## config.mk

```make
export PLATFORM = sky130hd
export DESIGN_NAME = fetch_ctrl
export DESIGN_NICKNAME = d
export VERILOG_FILES = /design/src/rtl/fetch_pkg.sv /design/src/rtl/fetch_ctrl.sv
export SDC_FILE = /design/constraint.sdc
export NUM_CORES = 1
export LEC_CHECK = 0
export ABC_AREA = 1
export CORE_MARGIN = 5
export CORE_UTILIZATION = 48
export CTS_BUF_LIST = sky130_fd_sc_hd__clkbuf_8
export CTS_CLUSTER_SIZE = 12
export DETAILED_ROUTE_END_ITERATION = 10
export GPL_TIMING_DRIVEN = 0
export PLACE_DENSITY_LB_ADDON = 0.08
export SYNTH_ARGS = -nofsm -noshare
export SYNTH_HDL_FRONTEND = slang
export SYNTH_SLANG_ARGS = --single-unit
```

## constraint.sdc

```tcl
create_clock -name clk -period 1.8 [get_ports clk]
set_clock_uncertainty 0.1 [all_clocks]
set_input_delay 0.45 -clock clk [delete_from_list [all_inputs] [get_ports clk]]
set_output_delay 0.45 -clock clk [all_outputs]
set_load 0.01 [all_outputs]
```

## src/rtl/fetch_pkg.sv

```systemverilog
// fetch_pkg: shared state encoding, word width and reset PC for the fetch stage
package fetch_pkg;
    localparam int WORD_W = 32;
    localparam logic [WORD_W-1:0] PC_RESET_DEF = 32'h0000_3000;
    typedef enum logic [1:0] {IDLE, FETCH, HOLD} state_t;
endpackage

```

## src/rtl/fetch_ctrl.sv

```systemverilog
// fetch_ctrl: F-stage PC sequencer with IM handshake, hold register and delay-slot redirects (FETCH_ALIGN_CHK_EN adds f_adel)
module fetch_ctrl
    import fetch_pkg::*;
#(
    parameter logic [WORD_W-1:0] PC_RESET = PC_RESET_DEF
) (
    input  logic              clk,
    input  logic              reset,
    input  logic              stall,
    input  logic              redirect_valid,
    input  logic [WORD_W-1:0] redirect_pc,
    output logic              im_req,
    output logic [WORD_W-1:0] im_addr,
    input  logic              im_ack,
    input  logic [WORD_W-1:0] im_rdata,
    output logic              f_valid,
    output logic [WORD_W-1:0] f_pc,
    output logic [WORD_W-1:0] f_instr
`ifdef FETCH_ALIGN_CHK_EN
    ,
    output logic              f_adel
`endif
);
    state_t            state, state_nx;
    logic [WORD_W-1:0] pc, pend_pc;
    logic              pend_v, accept, redir, misal, done;

    // Handshake decode and next-state; im_req depends on registered state only
    always_comb begin
`ifdef FETCH_ALIGN_CHK_EN
        misal = pc[1:0] != 2'b00;
`else
        misal = 1'b0;
`endif
        accept   = state == HOLD && !stall;
        redir    = redirect_valid && !stall;
        done     = state == FETCH && (im_ack || misal);
        im_req   = state == FETCH && !misal;
        im_addr  = pc;
        state_nx = state == IDLE ? FETCH :
                   state == FETCH ? (done ? HOLD : FETCH) :
                   (accept ? FETCH : HOLD);
    end

    // PC, pending-target and hold-register updates; the instruction in flight or held is the delay slot
    always_ff @(posedge clk or negedge reset) begin
        if (!reset) begin
            state   <= IDLE;
            pc      <= PC_RESET;
            pend_pc <= '0;
            pend_v  <= 1'b0;
            f_valid <= 1'b0;
            f_pc    <= '0;
            f_instr <= '0;
`ifdef FETCH_ALIGN_CHK_EN
            f_adel  <= 1'b0;
`endif
        end else begin
            state <= state_nx;
            if (done) begin
                f_valid <= 1'b1;
                f_pc    <= pc;
                f_instr <= misal ? '0 : im_rdata;
`ifdef FETCH_ALIGN_CHK_EN
                f_adel  <= misal;
`endif
            end else if (accept) begin
                f_valid <= 1'b0;
                pc      <= redir ? redirect_pc : pend_v ? pend_pc : pc + 32'd4;
                pend_v  <= 1'b0;
`ifdef FETCH_ALIGN_CHK_EN
                f_adel  <= 1'b0;
`endif
            end
            if (redir && state != HOLD) begin
                pend_v  <= 1'b1;
                pend_pc <= redirect_pc;
            end
        end
    end
endmodule

```

### Yosys cells after proc, flatten, opt, wreduce, memory -nomap -nowiden

Index checks and enable logic that the tools add are counted.

* reduce and logical (&&, ||, !) cells: 10
* $add $sub $neg: 1
* multiplexer cells: 10
* bitwise operators: 1
* eq/ne operators: 4

Operators with widths (number)
* two-way mux 32 bit: 2
* adder 32 x 3 -> 32 bit, second input constant: 1
* two-way mux 2 bit: 4
* logical AND 1 bit: 4
* two-way mux 1 bit: 4
* AND reduction 2 bit: 2
* nonzero test 2 bit: 2
* equality test 2 x 1 -> 1 bit, second input constant: 1
* equality test 2 bit, second input constant: 1
* logical NOT 2 bit: 1
* inequality test 2 x 1 -> 1 bit, second input constant: 1
* inequality test 2 bit, second input constant: 1
* logical NOT 1 bit: 1
* inverter 1 bit: 1

* word-level logic and storage cells: 33
* bits of input ports: 69
* register bits after elaboration: 132
* output and inout bits: 98

### Longest topological paths before layout

Gate-level depths: netlist of run 1.

* word-level depth: 5
* depth in mapped cells: 11
* mapped depth without buffers: 11

### Worst setup path after synthesis of run 1

OpenSTA, ideal clock, no wires.

* path kind: register -> register
* start point: register pc[3], in the netlist im_addr[3]
* end point: register pc[28], in the netlist im_addr[28]
* clock period less this slack: 1.611 ns
* arrival: 1.394 ns
* library setup time: 0.117 ns
* path buffers: 0
* cell stages (with the launch flop): 11
* path slack: 0.189 ns
* data required time: 1.583 ns
* path through: dfrtp_1 ha_1 nand2_1 nor2_4 nand2_4 nor2_2 nand3_1 nand3_1 nand2_1 nand2_1 nand2_1

* longest elaborated chain between the ends: 3

Ends and longest elaborated chain
* from (decl): RTL line fetch_ctrl.sv:25 `logic [WORD_W-1:0] pc, pend_pc;`
* from (signal assigned): RTL line fetch_ctrl.sv:69 `pc <= redir ? redirect_pc : pend_v ? pend_pc : pc + 32'd4;`
* adder 32 x 3 -> 32 bit: RTL line fetch_ctrl.sv:69
* two-way mux 32 bit (2 in a row): RTL line fetch_ctrl.sv:69

Every way passes these cells.
A chain may end at the register's enable or synchronous reset.

### Final worst setup path of run 1

* start point: register pc[2], in the netlist im_addr[2]
* end point: output port im_addr[2]

RTL lines
* to (decl): RTL line fetch_ctrl.sv:13 `output logic [WORD_W-1:0] im_addr,`

No word-level cell between the ends.

==> impl_results.md, run 1 <==
- Fin crit share: between 90 and 100%
- Met1 usage: 35.44%
- Initial antenna violation count: 0
- Synth top area cells: dfrtp_1 51%, nand2_1 18%, o21ai_0 6.5%
- Pre-CTS setup slack: -0.4410 ns
- Final Slew Violations: 0
- Num rows: 42
- Total Wirelength: just under 20,000 um
- CP endpoint: im_addr[2]
- Drt pass-1 iters: 5
- Mapped Cells: roughly 820
- CP Max Fanout: 3
- Fin util: 67.61%
- I/O Pins: ~170
- #FFs+latches synth: around 130
- I/O Buffers: approximately 170
- Final nets: 1,098
- Dpl hpwl: between 10,000 and 15,000 um
- Remaining Overflow, GRT: 0
- Ys Warns: 0
- Hold WS: roughly 0.31 ns
- N_diodes: 0
- Cell Pwr Density: between 1500 and 2000 mW/mm^2
- Routed len/inst: between 15 and 20 um
- CP Launch Type: flop
- Vias/cell: between 5 and 6
- Tmin final: about 1.8 ns
- Slowest-stage cell, CP: dfrtp_1
- Register-to-register setup slack: approximately 0.040 ns
- Syn nets: about 890
- Area added between synthesis and finish: 38.87%
- Synthesized area: approximately 0.0064 mm^2
- Detail Route Antenna Nets: 0
- Final setup fails: 0
- DR iter-0 viols: 499
- Leak: 4.563 nW
- Cells on worst reg2reg path: 8
- RD Place Congestion: about 0.94
- Relative slew slack: 57.98%
- Multi-input gate area: around 0.0027 mm^2
- Die Ht: approximately 130 um
- Critical Path Start: im_addr[2]
- Root buf cell: clkbuf_8
- Worst hold path type: in2reg
- Worst r2r src: state[0]
- Register area: about 0.0033 mm^2
- Pin count of the biggest net entering global routing: 79
- Crit path max-delay family: flip-flops
- Die X: about 130 um
- Gr usage total: between 20% and 30%
- Status: finished clean
- # DRC: 0
- Met2 Track Usage GR: 37.16%
- Met3 usage: ~5.3%
- Setup ws final: approximately 0.032 ns
- First-pass GRT wire length: slightly above 30,000 um
- Fillers: 1,199
- Worst-path cell chain: buf_4 > clkdlybuf4s15_1
- H-tree levels: 4
- Top cell type's share of synthesized area: between 50% and 60%
- Routed via count: slightly above 6,000
- CP Data Arrival Time: 1.22 ns
- Avg Inst Size Synth: around 8 um^2
- Worst path bufs/invs: 2
- Slew @ Worst Pin: between 0.6 and 0.7 ns
- Max stage delay on crit path: about 0.4 ns
- CTS Buf Count: 17
- Worst r2r dst: im_addr[19]
- VDD IR max: between 0.7 and 0.8 mV
- Max-cap violations: 0
- Hold Crit Start: redirect_valid
- Cell depth of the worst setup path: 2
- Number of global-route vias before repair: 5,737
- Count of final hold-check violations: 0
- Core area: approximately 0.013 mm^2
- Req. time, crit path: around 1.3 ns
- Busiest grt layer: met2
- CTS tree: yes
- Area of the die: ~0.016 mm^2
- Largest buffer count on any clock path: 2
- CTS clk-pin slew, worst paths: about 0.07 ns
- Post-synthesis sequential area ratio: around half
- Clk_lat worst skew: approximately 0.45 ns
- Max Fclk: ~570 MHz
- RSZ-0062 raised after global routing: true
- Critical Path End Type: output pin
- Total clock sinks: approximately 130
- Distinct cell type count of the synthesized netlist: 30
- Fraction of layout cells with a size suffix above 1: 13.35%
- Synth area leader: dfrtp_1
- Critical path class: reg2out
- Initial Utilization: between 40% and 50%
[routing by layer]
layer	share of wire, %	vias up
met4	2.0	0
met2	44	273
met3	6.9	26
li1	-	3015
met5	0	-
met1	47	2815
[registers in the layout (all words and copies together), names as in the netlist]
register  cells
f_valid       1
im_addr      32
pend_v        1
pend_pc      32
f_pc         32
state         2
f_instr      32
[worst reg2reg max path: cells and delay by family, from the launching register on]
| kind | cells | cell delay (ns) |
|---|---|---|
| DFF | 1 | 0.38 |
| and+or+nand+nor | 3 | 0.48 |
| buffers and inverters | 3 | 0.35 |
| AOI/OAI and AO/OA | 2 | 0.37 |
[logic make-up (layout without fill, tap and decap cells)]
logic type / Yosys count / after routing / synth area share, %
flops: 132 / 132 / 51.68
fa+ha+maj: 1 / 1 / 0.1956
mux: 8 / 8 / 1.408
compound gates: 156 / 156 / 12.75
buf+inv: 113 / 335 / 6.925
xor+xnor: 4 / 4 / 0.6652
simple gates: 405 / 405 / 26.37
[what timing repair did]
action | CTS | global route
pin swaps | 2 | 6
gates cloned | 0 | 0
hold endpoints to repair | 54 | 0
resized for setup | 121 | 25
hold buffers | 1 | 0
setup buffers | 14 | 9
endpoints found under the setup margin | 103 | 35
[area by class of cell]
cell class	count	area share, %
Buffer	37	1.817
Clock buffer	24	3.719
Clock inverter	8	1.352
Inverter	76	3.212
Multi-Input combinational cell	574	30.51
Sequential cell	132	37.41
Tap cell	176	2.479
Timing Repair Buffer	190	19.50
[cells in the final DEF (no fill, tap or decap), types with 14 or more instances in the layout]
master	netlist	layout
nand3_1	35	33
nor2_1	37	33
inv_1	69	70
a21oi_1	51	50
dfrtp_2	0	14
o21ai_0	83	83
buf_2	12	15
buf_4	1	24
clkbuf_1	24	20
nand2_1	309	306
clkdlybuf4s50_1	0	66
dlygate4sd2_1	0	93
clkbuf_8	0	24
dfrtp_1	130	116
[cell usage after synthesis, drive strengths merged]
cell type	count
mux2	8
dfstp	2
buf	13
dfrtp	130
and2	1
nand4	1
nand2	318
a21oi	52
nand3	35
nor2	50
clkbuf	24
xor2	4
o21bai	2
a31oi	3
ha	1
inv	76
o21ai	90
a22oi	4
o211ai	5
[power by group]
group          total (mW)  internal (mW)  switching (mW)
Sequential           5.25           4.37           0.882
Clock                2.76           1.62            1.14
Combinational        6.18           2.53            3.65
Total                14.2           8.52            5.67
[metrics by stage]
| step | cells | power, mW | cell area (um^2) | TNS, ns |
|---|---|---|---|---|
| 2_1_floorplan | 819 | 8.387 | 6396 | 0 |
| 3_3_place_gp | 1160 | 11.59 | 8268 | -700.07 |
| 3_5_place_dp | 1161 | 11.71 | 8297 | -33.07 |
| 4_1_cts | 1208 | 14.04 | 8758 | 0 |
| 5_1_grt | 1217 | 15.13 | 8882 | -0.08937 |
| 6_report | 1217 | 14.19 | 8882 | 0 |
[worst min path at each step]
| stage | end | slack [ns] | depth (start not counted) |
|---|---|---|---|
| finish | im_addr[17] | 0.31 | 4 |
| global route | im_addr[17] | 0.32 | 4 |
| global placement | f_instr[12] | 0.35 | 2 |
| CTS | im_addr[2] | 0.30 | 4 |
| floorplan | f_instr[0] | 0.05 | 0 |
| detailed placement | f_instr[5] | 0.34 | 1 |
No activity file was read; power rests on OpenSTA's default activity.
==> inputs of run 2 (changes only) <==
--- a/config.mk
+++ b/config.mk
@@ -13,6 +13,8 @@
 export DETAILED_ROUTE_END_ITERATION = 10
 export GPL_TIMING_DRIVEN = 0
 export PLACE_DENSITY_LB_ADDON = 0.08
+export SKIP_CTS_REPAIR_TIMING = 1
+export SLEW_MARGIN = 20
 export SYNTH_ARGS = -nofsm -noshare
 export SYNTH_HDL_FRONTEND = slang
 export SYNTH_SLANG_ARGS = --single-unit
==> run 2 against run 1 <==
  * Combinational power up 5.0%
  * Power up 1.6%
  * Flip-flop and latch count unchanged
==> impl_results.md, run 2 (synthesis results as in run 1) <==
- Hold WS: 0.3142 ns (-0.0007260 ns)
- Clock power share: 17.8% (-1.7 points)
- Pin count of the biggest net entering global routing: 79 (unchanged)
- Initial Utilization: 48.69% (unchanged)
- Largest buffer count on any clock path: 2 (unchanged)
- Count of final hold-check violations: 0 (unchanged)
- Placed insts: 1,161 (unchanged)
- Routed via count: 6,150 (+0.34%)
- Final nets: 1,094 (-0.36%)
- First-pass GRT wire length: 29,960 um (-2.5%)
- Commonest cells after routing, fill and taps aside: 304 x nand2_1, 109 x dfrtp_1, 96 x dlymetal6s2s_1, 82 x o21ai_0, 71 x inv_1
- Routed len/inst: 16.00 um (about the same)
- CTS clk-pin slew, worst paths: 0.07 ns (about the same)
- Critical Path End Type: flop
- Setup ws final: 0.04458 ns (+0.01303 ns)
- Internal power: 8.745 mW (+2.6%)
- Worst hold path type: in2reg
- CTS tree: yes
- Area added between synthesis and finish: 44.23%
- Sequential power share: 37.1% (about the same)
- N_diodes: 0 (unchanged)
- Remaining Overflow, GRT: 0 (unchanged)
- Initial antenna violation count: 0 (unchanged)
- Max-cap violations: 0 (unchanged)
- Fillers: 1,103 (-8.0%)
- Fraction of layout cells with a size suffix above 1: 13.89% (+0.53 points)
- DP Area: 0.008300 mm^2 (about the same)
- Core area: 0.01314 mm^2 (unchanged)
- Drt pass-1 iters: 5 (unchanged)
- VDD IR max: 0.7180 mV (+0.26%)
- Root buf cell: clkbuf_8
- I/O Buffers: 165 (unchanged)
- I/O Pins: 167 (unchanged)
- Most common cell after layout, fill and taps aside: nand2_1
- Status: finished clean
- Slew @ Worst Pin: 0.6163 ns (-0.01400 ns)
- CP Data Arrival Time: 1.98 ns (+0.76 ns)
- Final Non-Filler Cells: 1,213 (-0.33%)
- Area of the die: 0.01573 mm^2 (unchanged)
- Clk_lat worst skew: 0.44 ns (about the same)
- CTS Buf Count: 17 (unchanged)
- Relative slew slack: 58.91% (+0.93 points)
- Sw power: 5.664 mW (about the same)
- Register-to-register setup slack: 0.05 ns (about the same)
- Dpl hpwl: 14,190 um (about the same)
- CP Max Fanout: 10 (+7)
- DR iter-0 viols: 462 (-7.4%)
- Vias/cell: 5.070 (+0.67%)
- Finished Cell Area: 0.009225 mm^2 (+3.9%)
- Die Ht: 125.4 um (unchanged)
- Gr usage total: 23.87% (-0.72 points)
- Die X: 125.4 um (unchanged)
- Leak: 5.506 nW (+21%)
- Total Wirelength: 19,410 um (-0.23%)
- RD Place Congestion: 0.9439 (unchanged)
- H-tree levels: 4 (unchanged)
- Fin crit share: 97.52% (-0.72 points)
- Pre-CTS setup slack: -0.4250 ns (+0.01598 ns)
- Total clock sinks: 132 (unchanged)
- Number of global-route vias before repair: 5,577 (-2.8%)
- CP Launch Type: input port
- Num rows: 42 (unchanged)
- Cell Pwr Density: 1562 mW/mm^2 (-2.2%)
- Final setup fails: 0 (unchanged)
- Tot Pwr: 14.41 mW (+1.6%)
- # DRC: 0 (unchanged)
- Tmin final: 1.755 ns (-0.01303 ns)
- Req. time, crit path: 2.02 ns (+0.77 ns)
- Comb power frac: 45.0% (+1.5 points)
- Critical path class: in2reg
- Max Fclk: 569.7 MHz (+0.74%)
- RSZ-0062 raised after global routing: true
- Switching power share of the total: 39.31% (-0.63 points)
- Detail Route Antenna Nets: 0 (unchanged)
- Final Slew Violations: 0 (unchanged)
-- run 2: cell types whose count changed in the layout (fill, tap and decap cells not counted), sizes merged --
cell	delta
clkdlybuf4s15	-2
buf	-8
bufinv	-1
dlymetal6s2s	+96
inv	+1
clkinvlp	+1
dlygate4sd2	-93
clkbuf	+2
-- run 2: final timing paths --
kind / from / end / cells past startpoint
max: stall / im_addr[29] / 7
min: redirect_valid / im_addr[17] / 4
max reg2reg: im_addr[3] / im_addr[28] / 10
min reg2reg: f_instr[19] / f_instr[19] / 2
max in group asynchronous: reset / im_addr[26] / 3
min in group asynchronous: reset / f_instr[4] / 2
-- run 2: layout make-up --
type,count,area [um^2],share of cell area [%]
clock inverter,9,101.3,1.099
multi-input combinational,574,2729,29.58
sequential,132,3332,36.12
buffer,37,161.4,1.750
tap,176,220.2,2.387
inverter,76,285.3,3.092
timing repair buffer,186,2079,22.54
clock buffer,23,316.6,3.431
-- run 2: power groups by stage --
stage / registers [mW] / logic, mW / clock network [mW]
global route: 5.51 / 7.14 / 2.74
detailed placement: 5.44 / 6.27 / 0
CTS: 5.39 / 6.30 / 2.62
finish: 5.35 / 6.49 / 2.57
floorplan: 5.67 / 2.72 / 0
global placement: 5.40 / 6.20 / 0
-- run 2: critical path, cell delays in order --
cell	delay, ns
clkdlybuf4s50_1	0.64
nor2_4	0.12
inv_2	0.08
clkbuf_1	0.42
a21oi_1	0.10
nand2_1	0.10
nand2_1	0.06
-- run 2: per-layer routing --
layer  GRT usage, %  vias up  share of wire, %
li1               -     3005                 -
met2          36.22      237                45
met1          34.38     2879                47
met3          5.245       29               5.9
met4          7.398        0               1.9
met5              0        -                 0
-- run 2: metrics by stage --
step | TNS [ns] | utilization (%)
2_1_floorplan | 0 | -
3_3_place_gp | -700.07 | 62.93
3_5_place_dp | -32.74 | 63.18
4_1_cts | -15.19 | 66.36
5_1_grt | -0.1950 | 70.22
6_report | 0 | 70.22
==> inputs of run 3 (changes only) <==
--- a/config.mk
+++ b/config.mk
@@ -11,7 +11,6 @@
 export CTS_BUF_LIST = sky130_fd_sc_hd__clkbuf_8
 export CTS_CLUSTER_SIZE = 12
 export DETAILED_ROUTE_END_ITERATION = 10
-export GPL_TIMING_DRIVEN = 0
 export PLACE_DENSITY_LB_ADDON = 0.08
 export SKIP_CTS_REPAIR_TIMING = 1
 export SLEW_MARGIN = 20
==> run 3 against run 2 <==
  * Non-clock buffer count decreased by 8
  * Combinational power is 3% higher
  * Sequential share of layout area down 0.62 points
  * Flip-flop and latch count is the same
  * Die area stayed put
  * Register-to-register slack worse by 0.03 ns
  * Largest cell class unchanged
  * Wire length decreased by 1.4%
  * Clock power decreased by 4%
  * Hold slack better by 0.054 ns
  * Largest power group unchanged
==> impl_results.md, run 3 (synthesis results as in run 1) <==
- Status: finished clean
- Max stage delay on crit path: 0.41 ns (-0.23 ns)
- Drt pass-1 iters: 5 (unchanged)
- Count of final hold-check violations: 0 (unchanged)
- First-pass GRT wire length: 29,110 um (-2.8%)
- VDD IR max: 1.108 mV (+54%)
- Critical Path End Type: flop
- Pre-CTS setup slack: -0.2233 ns (+0.2016 ns)
- Multi-input gate area: 0.002771 mm^2 (+1.6%)
- Area of the die: 0.01573 mm^2 (unchanged)
- Switching power share of the total: 39.32% (about the same)
- Most common cell after layout, fill and taps aside: nand2_1
- Initial Utilization: 48.69% (unchanged)
- Leak: 5.568 nW (+1.1%)
- Relative slew slack: 73.17% (+14 points)
- Fillers: 1,097 (-0.54%)
- DP Area: 0.008484 mm^2 (+2.2%)
- Critical path class: reg2reg
- Root buf cell: clkbuf_8
- Req. time, crit path: 2.05 ns (+0.03 ns)
- # DRC: 0 (unchanged)
- Commonest cells after routing, fill and taps aside: 298 x nand2_1, 113 x dfrtp_1, 95 x dlymetal6s2s_1, 81 x o21ai_0, 71 x inv_1
- I/O Pins: 167 (unchanged)
- Total clock sinks: 132 (unchanged)
- I/O Buffers: 166 (+0.61%)
- CTS clk-pin slew, worst paths: 0.07 ns (about the same)
- H-tree levels: 4 (unchanged)
- Final Non-Filler Cells: 1,205 (-0.66%)
- Final nets: 1,086 (-0.73%)
- Die Ht: 125.4 um (unchanged)
- RD Place Congestion: 0.9413 (-0.28%)
- Worst-path cell chain: ha_2 > nand2_2 > nor2_4 > nand2_4 > nor2_4 > a21oi_2 > o21ai_1 > nand2_1 > nand2_1 > nand2_1
- Hold WS: 0.3677 ns (+0.05351 ns)
- Clk_lat worst skew: 0.45 ns (about the same)
- Num rows: 42 (unchanged)
- Max-cap violations: 0 (unchanged)
- Comb power frac: 46.2% (+1.2 points)
- Tot Pwr: 14.50 mW (+0.67%)
- Sw power: 5.704 mW (+0.71%)
- Setup_tns: 0 ns (unchanged)
- Clock power share: 17.1% (-0.7 points)
- Finished Cell Area: 0.009373 mm^2 (+1.6%)
- Tmin final: 1.778 ns (+0.02294 ns)
- Fin crit share: 98.80% (+1.3 points)
- Fraction of layout cells with a size suffix above 1: 16.03% (+2.1 points)
- Cell mode on critical path: nand2_1
- Total Wirelength: 19,130 um (-1.4%)
- Dpl hpwl: 13,390 um (-5.6%)
- Initial antenna violation count: 0 (unchanged)
- Worst hold path type: reg2reg
- Routed len/inst: 15.88 um (-0.78%)
- Detail Route Antenna Nets: 0 (unchanged)
- Core area: 0.01314 mm^2 (unchanged)
- Placed insts: 1,157 (-0.34%)
- CTS Buf Count: 17 (unchanged)
- Internal power: 8.801 mW (+0.65%)
- Final Slew Violations: 0 (unchanged)
- RSZ-0062 raised after global routing: true
- Cell Pwr Density: 1548 mW/mm^2 (-0.92%)
- Setup ws final: 0.02165 ns (-0.02294 ns)
- Pin count of the biggest net entering global routing: 52 (-34%)
- DR iter-0 viols: 441 (-4.5%)
- Largest buffer count on any clock path: 2 (unchanged)
- Slew @ Worst Pin: 0.4025 ns (-0.2138 ns)
- CP Data Arrival Time: 2.03 ns (+0.05 ns)
- Routed via count: 6,065 (-1.4%)
- Vias/cell: 5.033 (-0.73%)
- Fin util: 71.34% (+1.1 points)
- Final setup fails: 0 (unchanged)
- Max Fclk: 562.3 MHz (-1.3%)
- Slowest-stage cell, CP: dfrtp_1
- Gr usage total: 23.11% (-0.76 points)
- CP Max Fanout: 6 (-4)
- CTS tree: yes
- CP Launch Type: flop
- Remaining Overflow, GRT: 0 (unchanged)
- N_diodes: 0 (unchanged)
- Area added between synthesis and finish: 46.54%
- Register area: 0.003327 mm^2 (-0.15%)
- Number of global-route vias before repair: 5,490 (-1.6%)
- Sequential power share: 36.7% (-0.4 points)
- Cell depth of the worst hold path: 2 (-2)
- Die X: 125.4 um (unchanged)
- Cells on worst reg2reg path: 10 (unchanged)
run 3: changes by cell type in the layout (fill, tap and decap cells not counted), moves of 4 or more:
cell and delta:
buf_4 +21, clkbuf_1 -21, buf_2 -12, buf_12 +8, nand2_2 +7, nand2_1 -6
dfrtp_1 +4, dfrtp_2 -4
run 3: area by class of cell:
cell class | count | share of cell area [%]
clock inverters | 11 | 1.161
multi-input cells | 574 | 29.57
well taps | 176 | 2.349
repair buffers | 215 | 25.30
flip-flops and latches | 132 | 35.50
clock buffers | 21 | 3.084
inverters | 76 | 3.044
run 3: per-layer routing:
layer,wire (um),GRT usage [%],vias up
li1,-,-,2997
met1,9036,34.05,2809
met2,8538,33.57,234
met3,1277,6.013,25
met4,279,7.015,0
met5,0,0,-
run 3: worst max-delay path: cells and delay by family (launching register included):
family          cells  cell delay [ns]
simple gates        7             0.77
flops               1             0.41
fa+ha+maj           1             0.21
compound gates      2             0.19
run 3: path summary, 6_finish.rpt:
check                            from  slack, ns          end
setup / recovery           im_addr[2]       0.02  im_addr[14]
hold / removal             f_instr[1]       0.37   f_instr[1]
setup reg to reg           im_addr[2]       0.02  im_addr[14]
hold reg to reg            f_instr[1]       0.37   f_instr[1]
max in group asynchronous       reset       0.60  im_addr[11]
min in group asynchronous       reset       0.39   f_instr[7]
run 3: power groups by stage:
stage / clock (mW) / combinational (mW) / sequential (mW)
after global routing: 2.64 / 7.35 / 5.48
final: 2.48 / 6.69 / 5.33
after CTS: 2.52 / 6.54 / 5.37
after detailed placement: 0 / 6.50 / 5.42
after floorplan: 0 / 2.72 / 5.67
after global placement: 0 / 6.39 / 5.39
